$ cat config.mk
export PLATFORM = sky130hd
export DESIGN_NAME = tick_scheduler
export DESIGN_NICKNAME = d
export VERILOG_FILES = /design/src/rtl/tick_scheduler.sv
export SDC_FILE = /design/constraint.sdc
export NUM_CORES = 1
export LEC_CHECK = 0
export CAP_MARGIN = 5
export CORE_AREA = 2 2 145 147
export DETAILED_ROUTE_END_ITERATION = 8
export DIE_AREA = 0 0 147 149
export GPL_TIMING_DRIVEN = 0
export PLACE_DENSITY = 0.67
export SLEW_MARGIN = 20
export SYNTH_ARGS = -nofsm -noshare
export SYNTH_HDL_FRONTEND = slang
export SYNTH_SLANG_ARGS = --single-unit
$ cat constraint.sdc
create_clock -name clk_in -period 4.3 [get_ports clk_in]
set_input_delay 0.86 -clock clk_in [delete_from_list [all_inputs] [get_ports clk_in]]
set_output_delay 0.86 -clock clk_in [all_outputs]
set_load 0.02 [all_outputs]
$ cat src/rtl/tick_scheduler.sv
// tick_scheduler: shared base-tick prescaler feeding CHANNELS programmable
// tick generators, reconfigured at run time through a valid/ready port.
// Ports: clk_in, rst (sync, active-high); cfg_valid/cfg_ready handshake with
// cfg_ch/cfg_div/cfg_en request fields; base_tick, per-channel tick pulses
// and per-channel active status.
// Option: define TICK_SCHED_IMMEDIATE_EN to apply requests the cycle after
// acceptance instead of aligning them to base_tick.
module tick_scheduler #(
  parameter int SRC_FREQ  = 100_000_000,
  parameter int BASE_FREQ = 1000,
  parameter int CHANNELS  = 4,
  parameter int DIV_W     = 16,
  localparam int CH_W = (CHANNELS > 1) ? $clog2(CHANNELS) : 1
) (
  input  logic                clk_in,
  input  logic                rst,
  input  logic                cfg_valid,
  output logic                cfg_ready,
  input  logic [CH_W-1:0]     cfg_ch,
  input  logic [DIV_W-1:0]    cfg_div,
  input  logic                cfg_en,
  output logic                base_tick,
  output logic [CHANNELS-1:0] tick,
  output logic [CHANNELS-1:0] active
);

  localparam int PRESCALE = SRC_FREQ / BASE_FREQ;
  localparam int PW = $clog2(PRESCALE);
  localparam logic [PW-1:0] PLAST = PW'(PRESCALE - 1);

  logic [PW-1:0] pcnt;

  always_ff @(posedge clk_in) begin
    if (rst) begin
      pcnt      <= '0;
      base_tick <= 1'b0;
    end else begin
      base_tick <= (pcnt == PLAST);
      pcnt      <= (pcnt == PLAST) ? '0 : pcnt + PW'(1);
    end
  end

`ifdef TICK_SCHED_IMMEDIATE_EN
  typedef enum logic [1:0] {IDLE, APPLY} state_t;
`else
  typedef enum logic [1:0] {IDLE, SYNC, APPLY} state_t;
`endif

  state_t state, state_nx;

  logic [CH_W-1:0]  ch_q;
  logic [DIV_W-1:0] div_q;
  logic             en_q;
  logic             accept;
  logic             apply;

  assign accept = cfg_valid & cfg_ready;
  assign apply  = (state == APPLY);

  always_ff @(posedge clk_in) begin
    if (rst) begin
      state <= IDLE;
      ch_q  <= '0;
      div_q <= '0;
      en_q  <= 1'b0;
    end else begin
      state <= state_nx;
      if (accept) begin
        ch_q  <= cfg_ch;
        div_q <= cfg_div;
        en_q  <= cfg_en;
      end
    end
  end

  always_comb begin
    state_nx  = state;
    cfg_ready = 1'b0;
    unique case (state)
      IDLE: begin
        cfg_ready = 1'b1;
`ifdef TICK_SCHED_IMMEDIATE_EN
        if (cfg_valid) state_nx = APPLY;
`else
        if (cfg_valid) state_nx = SYNC;
`endif
      end
`ifndef TICK_SCHED_IMMEDIATE_EN
      // Entered the cycle after acceptance, so a base_tick seen
      // here is always strictly later than the accepting cycle.
      SYNC: if (base_tick) state_nx = APPLY;
`endif
      APPLY: state_nx = IDLE;
      default: state_nx = IDLE;
    endcase
  end

  for (genvar c = 0; c < CHANNELS; c++) begin : g_ch
    logic [DIV_W-1:0] dv;
    logic [DIV_W-1:0] ct;
    logic             en;
    logic             tk;
    logic             hit;

    // Out-of-range indices never match any channel, so APPLY is a no-op.
    assign hit       = apply && (ch_q == CH_W'(c));
    assign active[c] = en && (dv != '0);
    assign tick[c]   = tk;

    always_ff @(posedge clk_in) begin
      if (rst) begin
        dv <= '0;
        ct <= '0;
        en <= 1'b0;
        tk <= 1'b0;
      end else if (hit) begin
        // Takes priority over a coincident base_tick so the new
        // period starts cleanly from zero.
        dv <= div_q;
        en <= en_q;
        ct <= '0;
        tk <= 1'b0;
      end else if (base_tick && active[c]) begin
        if (ct == dv - DIV_W'(1)) begin
          ct <= '0;
          tk <= 1'b1;
        end else begin
          ct <= ct + DIV_W'(1);
          tk <= 1'b0;
        end
      end else begin
        tk <= 1'b0;
        if (!active[c]) ct <= '0;
      end
    end
  end

endmodule

==> metrics.md, run 1 <==
| Metric | Value |
|---|---|
| Post-synthesis async set-or-reset flop share | `0%` |
| Rows | `53` |
| Fraction of layout cells with a size suffix above 1 | `under 10%` |
| Final Cycle Share | `between 90% and 100%` |
| Mapped Area | `10100 µm²` |
| CTS resizes | `0` |
| Diodes inserted | `0` |
| Mean Syn Cell Area | `around 7.9 µm²` |
| Max Slew Vio Count | `0` |
| Area growth from synthesis to layout | `12.3%` |
| Drt wl/cell | `around 16 µm` |
| GPL Wtd Cong | `about 0.86` |
| Max VDD drop | `around 240 µV` |
| Hold Crit Class | `reg2reg` |
| DR vias/cell | `about 5.8` |
| Fmax | `around 250 MHz` |
| CTS tree | `yes` |
| Crit Path Category | `reg2out` |
| DIE HEIGHT | `about 150 µm` |
| CP Capture Type | `output pin` |
| Boundary Pins | `32` |
| Clock sink total | `around 180` |
| DRC Markers | `0` |
| Multiplexer area fraction after synthesis | `less than 1%` |
| Clock transition at path regs | `approximately 0.07 ns` |
| Max incr delay on CP | `about 0.55 ns` |
| DR vias | `~9400` |
| Least-Margin Pin Slew | `between 1 and 1.5 ns` |
| RSZ-0062 raised after global routing | `no` |
| HPWL after detailed placement | `approximately 19000 µm` |
| Vias in the first global route | `~8600` |
| Worst path required time | `3.44 ns` |
| Pwr per Cell Area | `291 nW/µm²` |
| Compound-gate portion of the synthesized area | `between 10% and 20%` |
| Cts bufs inserted | `17` |
| CP cell instances | `inv_1, ha_1, nor4b_4, nand4_1, or3_1, and2_1, clkdlybuf4s50_1` |
| Synthesized-area fraction occupied by and/or/nand/nor cells | `around a third` |
| Total GRT Usage | `between 20 and 25%` |
| # Post-CTS Setup Buffers | `0` |
| R2R Setup Slk | `approximately 0.94 ns` |
| Port-buffer cells | `31` |
| Synthesized instance count | `between 1000 and 1500` |
| WL final | `roughly 27000 µm` |
| Iteration-0 DRC Markers | `708` |
| Core ar. | `between 20000 and 25000 µm²` |
| Slew Limit Headroom | `33.1%` |
| Status | `finished clean` |
| Main combinational cell family by area after synthesis | `simple AND/OR/NAND/NOR gates` |
| Clock root buffer | `clkbuf_16` |
| Antenna-violating nets left | `0` |
| Initial core utilization | `between 40 and 50%` |
| Number of max-cap violations | `0` |
| Yosys cell types | `91` |
| TritonRoute pass-1 iters | `5` |
| Dpl cells | `1590` |
| Fin nets | `1365` |
| Final setup violation count | `0` |
| H-tree levels | `4` |
| First-pass GRT wire length | `about 44000 µm` |
| Die Area | `~22000 µm²` |
| Worst endpoint data arrival time | `3.19 ns` |
| Slowest-stage cell, CP | `nor4b_4` |
| Clk_lat worst skew | `between 0.4 and 0.5 ns` |
| Synth Area in XOR/XNOR | `8.86%` |
| Worst-path maximum fanout | `8` |
| Ys flop type | `dfxtp_1` |
| Initial antenna violation count | `0` |
| Hold_buf cts | `0` |
| Count of non-filler cells in the finished layout | `roughly 1600` |
| Leak pwr | `between 3 and 4 nW` |
| Post-layout min period | `4.05 ns` |
| Grt ovf | `0` |
| R2R depth | `10` |
| Syn_nets | `between 1000 and 1500` |
| Clock tree buffer depth | `2` |
| Final setup TNS | `0 ns` |
| Critical path launch point type | `register` |
| Flops & latches, synth | `between 150 and 200` |
| Post-synthesis adder-cell area fraction | `1.12%` |
| Sequential cell area fraction in the yosys report | `34.8%` |
| Post-synth EDFFs | `0` |
| Worst hold path stage count | `1` |
| Largest net degree at the start of global routing | `17` |
| Die width | `between 100 and 150 µm` |
| Final Hold Fails | `0` |
| Max Clock Skew | `0.00891 ns` |
| Warnings, synthesis | `0` |
==> placed cells by master, fill, tap and decap left out, types with 10 or more instances in the layout <==
cell	n
nand2_1	246
dfxtp_1	175
a21oi_1	102
nor2_1	100
clkbuf_1	61
xnor2_1	51
xor2_1	51
nand3_1	38
nor3_1	36
nand4_1	32
clkdlybuf4s50_1	31
and3_1	28
inv_1	24
or3_1	17
nor4_1	17
nor2b_1	17
clkbuf_16	17
a221o_1	15
o21ai_0	14
o31ai_1	13
and2_1	12
a22o_1	12
and4_1	10
o211ai_1	10
nor3b_1	10
==> cell usage after synthesis (all sizes together) (6+ instances only) <==
master	instances	area, µm²
a221oi	8	70.1
nand2	246	923
o211ai	10	75.1
nand3b	8	60.1
a211oi	6	45.0
nand4	33	221
ha	9	113
clkbuf	62	235
a221o	15	150
nor2b	17	106
o2111ai	7	78.8
or2	10	65.1
xor2	51	447
or3	18	118
buf	25	153
o21ai	17	92.6
and3	28	175
a31oi	7	58.8
nand2b	9	56.3
a21oi	102	510
or4	6	46.3
xnor2	51	447
nor3	37	190
nor4	22	195
nor4b	8	85.1
and4	10	87.6
nor2	101	382
inv	24	90.1
and2	12	75.1
dfxtp	175	3500
a22o	12	105
nor3b	10	75.1
nand3	38	190
o31ai	14	110
==> registers in the layout, summed over array words and instances, names as in the netlist <==
signal     cells
state          2
g_ch.tk        4
ch_q           2
pcnt          17
g_ch.dv       64
en_q           1
div_q         16
base_tick      1
g_ch.ct       64
g_ch.en        4
==> per-stage QoR <==
| stage | area (µm²) | setup slack [ns] | util, % | power (mW) | hold WS, ns |
|---|---|---|---|---|---|
| 3_3_place_gp | 10700 | 0.743 | 52.2 | 1.77 | 0.444 |
| 6_report | 11300 | 0.247 | 55.1 | 3.30 | 0.467 |
| 2_1_floorplan | 10100 | 1.47 | - | 1.72 | 0.426 |
| 4_1_cts | 11300 | 0.297 | 55.1 | 3.32 | 0.467 |
| 5_1_grt | 11300 | 0.124 | 55.1 | 3.40 | 0.496 |
| 3_5_place_dp | 10700 | 0.724 | 52.2 | 1.77 | 0.455 |
==> worst max-delay path, delay by kind of cell, from the launching register on <==
| kind | cells | cell delay (ns) |
|---|---|---|
| DFF | 1 | 0.37 |
| buffers and inverters | 2 | 0.61 |
| and+or+nand+nor | 4 | 1.45 |
| adders and majority gates | 1 | 0.32 |
==> kinds of logic after synthesis <==
group           count (synthesis)
simple gates                  638
flops                         175
mux                             6
buf+inv                       111
fa+ha+maj                       9
xor+xnor                      102
compound gates                243
==> final timing paths <==
| check | start | endpoint |
|---|---|---|
| setup / recovery | g_ch[0].dv[0]$_SDFFE_PP0P_ | active[0] |
| setup reg to reg | g_ch[0].dv[0]$_SDFFE_PP0P_ | g_ch[0].ct[13]$_SDFFE_PP0P_ |
| hold reg to reg | pcnt[0]$_SDFF_PP0_ | pcnt[0]$_SDFF_PP0_ |
| hold / removal | pcnt[0]$_SDFF_PP0_ | pcnt[0]$_SDFF_PP0_ |
==> per-layer routing <==
layer	share of wire, %	GRT usage [%]	routed length, µm	up-vias
met5	0	0	0	-
met4	1.2	5.91	329	0
met3	6.7	4.22	1780	30
met2	45	39.3	12100	267
met1	47	34.6	12500	4457
li1	-	-	-	4673
==> where the power goes <==
group	leakage (nW)	switching [mW]	internal, mW	total (mW)
registers	1.41	0.0269	1.63	1.66
clock network	0.277	0.695	0.865	1.56
logic	2.28	0.0453	0.0325	0.0778
total	3.97	0.767	2.53	3.30
==> layout make-up <==
type	instances	area, µm²
clock inverters	14	158
fillers	2010	9230
plain buffers	87	388
inverters	24	90.1
flip-flops and latches	175	3500
well taps	275	344
clock buffers	18	429
repair buffers	31	310
multi-input cells	998	6100
Note: power is estimated with default switching activity, not from simulation.
==> run 2: changes to the inputs <==
Settings changed: CTS_CLUSTER_SIZE set to 12.
==> results of run 2 <==
Same layout as run 1: the final DEF is identical, and so are final timing and power.
==> run 3: changes to the inputs <==
Settings changed: SLEW_MARGIN 20 to 40.
==> run 3 against run 2 <==
Against the previous run:
- fmax up 2.2%
- sequential share of layout area about the same
- clock skew up 0.0021 ns
- critical path depth unchanged
- worst hold slack worse by 0.0032 ns
- clock power down 4%
- register-to-register slack better by 0.11 ns
- final area about the same
- global-route usage about the same
- critical path type unchanged
- largest power group unchanged
==> metrics.md, run 3 (synthesis results as in run 1) <==
| Metric | Value |
|---|---|
| Status | `finished clean` |
| Antenna-violating nets left | `0 (unchanged)` |
| Power, Total | `3.24 mW (-1.9%)` |
| Diodes inserted | `0 (unchanged)` |
| Vias in the first global route | `8678 (+0.94%)` |
| Worst-path maximum fanout | `8 (unchanged)` |
| Clk_lat worst skew | `0.43 ns (about the same)` |
| Cts bufs inserted | `17 (unchanged)` |
| H-tree levels | `4 (unchanged)` |
| Crit Path Category | `reg2out` |
| Commonest cells after routing, fill and taps aside | `246 x nand2_1, 175 x dfxtp_1, 102 x a21oi_1` |
| Clock tree buffer depth | `2 (unchanged)` |
| Initial core utilization | `49.0% (unchanged)` |
| WL final | `26500 µm (-0.85%)` |
| Critical path launch point type | `register` |
| Die width | `147 µm (unchanged)` |
| Worst endpoint data arrival time | `3.11 ns (-0.08 ns)` |
| Iteration-0 DRC Markers | `570 (-19%)` |
| First-pass GRT wire length | `43900 µm (+0.68%)` |
| Final core utilization | `55.1% (about the same)` |
| Filler instances | `1987 (-1.1%)` |
| Boundary Pins | `32 (unchanged)` |
| Area growth from synthesis to layout | `12.3% (about the same)` |
| Drt wl/cell | `16.3 µm (-0.85%)` |
| Clock sink total | `175 (unchanged)` |
| TritonRoute pass-1 iters | `5 (unchanged)` |
| Final Cycle Share | `92.2% (-2.1 points)` |
| Clock root buffer | `clkbuf_16` |
| Final setup violation count | `0 (unchanged)` |
| Leak pwr | `3.95 nW (-0.48%)` |
| Slew Limit Headroom | `51.7% (+19 points)` |
| Fmax | `252 MHz (+2.2%)` |
| Count of non-filler cells in the finished layout | `1622 (unchanged)` |
| Least-Margin Pin Slew | `0.723 ns (-0.278 ns)` |
| Max Clock Skew | `0.0110 ns (+0.00213 ns)` |
| Core ar. | `20600 µm² (unchanged)` |
| CTS resizes | `0 (unchanged)` |
| HPWL after detailed placement | `19000 µm (+0.23%)` |
| Commonest non-fill, non-tap cell in the layout | `nand2_1` |
| CP Capture Type | `output pin` |
| Fraction of layout cells with a size suffix above 1 | `7.50% (+0.22 points)` |
| DR vias | `9364 (-0.67%)` |
| Grt ovf | `0 (unchanged)` |
| Dpl cells | `1590 (unchanged)` |
| Top Registers | `g_ch.ct (64), g_ch.dv (64), pcnt (17)` |
| Total GRT Usage | `24.5% (about the same)` |
| Hold Crit Class | `reg2reg` |
| RSZ-0062 raised after global routing | `no` |
| Rows | `53 (unchanged)` |
| Port-buffer cells | `31 (unchanged)` |
| DRC Markers | `0 (unchanged)` |
| Clock transition at path regs | `0.07 ns (about the same)` |
| Initial antenna violation count | `0 (unchanged)` |
| Final Hold Fails | `0 (unchanged)` |
| DR vias/cell | `5.77 (-0.67%)` |
| Pwr per Cell Area | `286 nW/µm² (-1.8%)` |
| Max Slew Vio Count | `0 (unchanged)` |
| Final setup TNS | `0 ns (unchanged)` |
| Die Area | `21900 µm² (unchanged)` |
| Post-layout min period | `3.97 ns (-0.0884 ns)` |
| Worst path required time | `3.44 ns (about the same)` |
| Hold_buf cts | `0 (unchanged)` |
| GPL Wtd Cong | `0.865 (unchanged)` |
| CTS tree | `yes` |
| Max VDD drop | `274 µV (+16%)` |
| Number of max-cap violations | `0 (unchanged)` |
| Largest net degree at the start of global routing | `17 (unchanged)` |
| DIE HEIGHT | `149 µm (unchanged)` |
| Fin nets | `1365 (unchanged)` |
| # Post-CTS Setup Buffers | `0 (unchanged)` |
-- run 3: cell types whose count changed in the layout (fill, tap and decap cells not counted), sizes merged --
cell | before | now
clkinv | 6 | 3
bufinv | 2 | 1
clkbuf | 80 | 82
inv | 27 | 25
clkinvlp | 3 | 7
-- run 3: final cells by class --
cell class	instances	area (µm²)	share of cell area (%)
Clock inverter	12	114	1.01
Multi-Input combinational cell	998	6120	54.1
Tap cell	275	344	3.04
Clock buffer	20	447	3.95
Timing Repair Buffer	31	310	2.74
Inverter	24	90.1	0.796
Buffer	87	388	3.43
Sequential cell	175	3500	31.0
-- run 3: through the flow --
step | setup slack, ns | hold slack, ns | instance area [µm²]
floorplan | 1.47 | 0.426 | 10100
global placement | 0.743 | 0.444 | 10700
detailed placement | 0.748 | 0.455 | 10800
CTS | 0.341 | 0.463 | 11300
global route | 0.158 | 0.483 | 11300
finish | 0.335 | 0.464 | 11300
-- run 3: final timing paths --
kind                            slack (ns)  cells after the start                  startpoint                          to
worst max-delay path                  0.33                      7  g_ch[0].dv[0]$_SDFFE_PP0P_                   active[0]
worst min-delay path                  0.46                      2     g_ch[3].en$_SDFFE_PP0P_     g_ch[3].en$_SDFFE_PP0P_
worst max register to register        1.05                     12  g_ch[1].dv[0]$_SDFFE_PP0P_  g_ch[1].ct[9]$_SDFFE_PP0P_
worst min register to register        0.46                      2     g_ch[3].en$_SDFFE_PP0P_     g_ch[3].en$_SDFFE_PP0P_
-- run 3: routing by layer --
layer	vias up	GRT usage, %	wire (µm)
met5	-	0	0
met4	0	6.25	395
met3	36	4.40	1460
met2	256	39.2	11900
met1	4408	34.5	12700
li1	4664	-	-
-- run 3: worst max-delay path, cell delays in order (launching register included) --
cell	delay, ns
dfxtp_1	0.37
inv_1	0.08
ha_1	0.32
nor4b_4	0.51
nand4_1	0.21
or3_1	0.43
and2_1	0.21
clkdlybuf4s50_1	0.54
-- run 3: power breakdown --
part / internal (mW) / total (mW) / switching, mW
registers: 1.63 / 1.66 / 0.0272
clock network: 0.815 / 1.50 / 0.683
logic: 0.0325 / 0.0780 / 0.0456
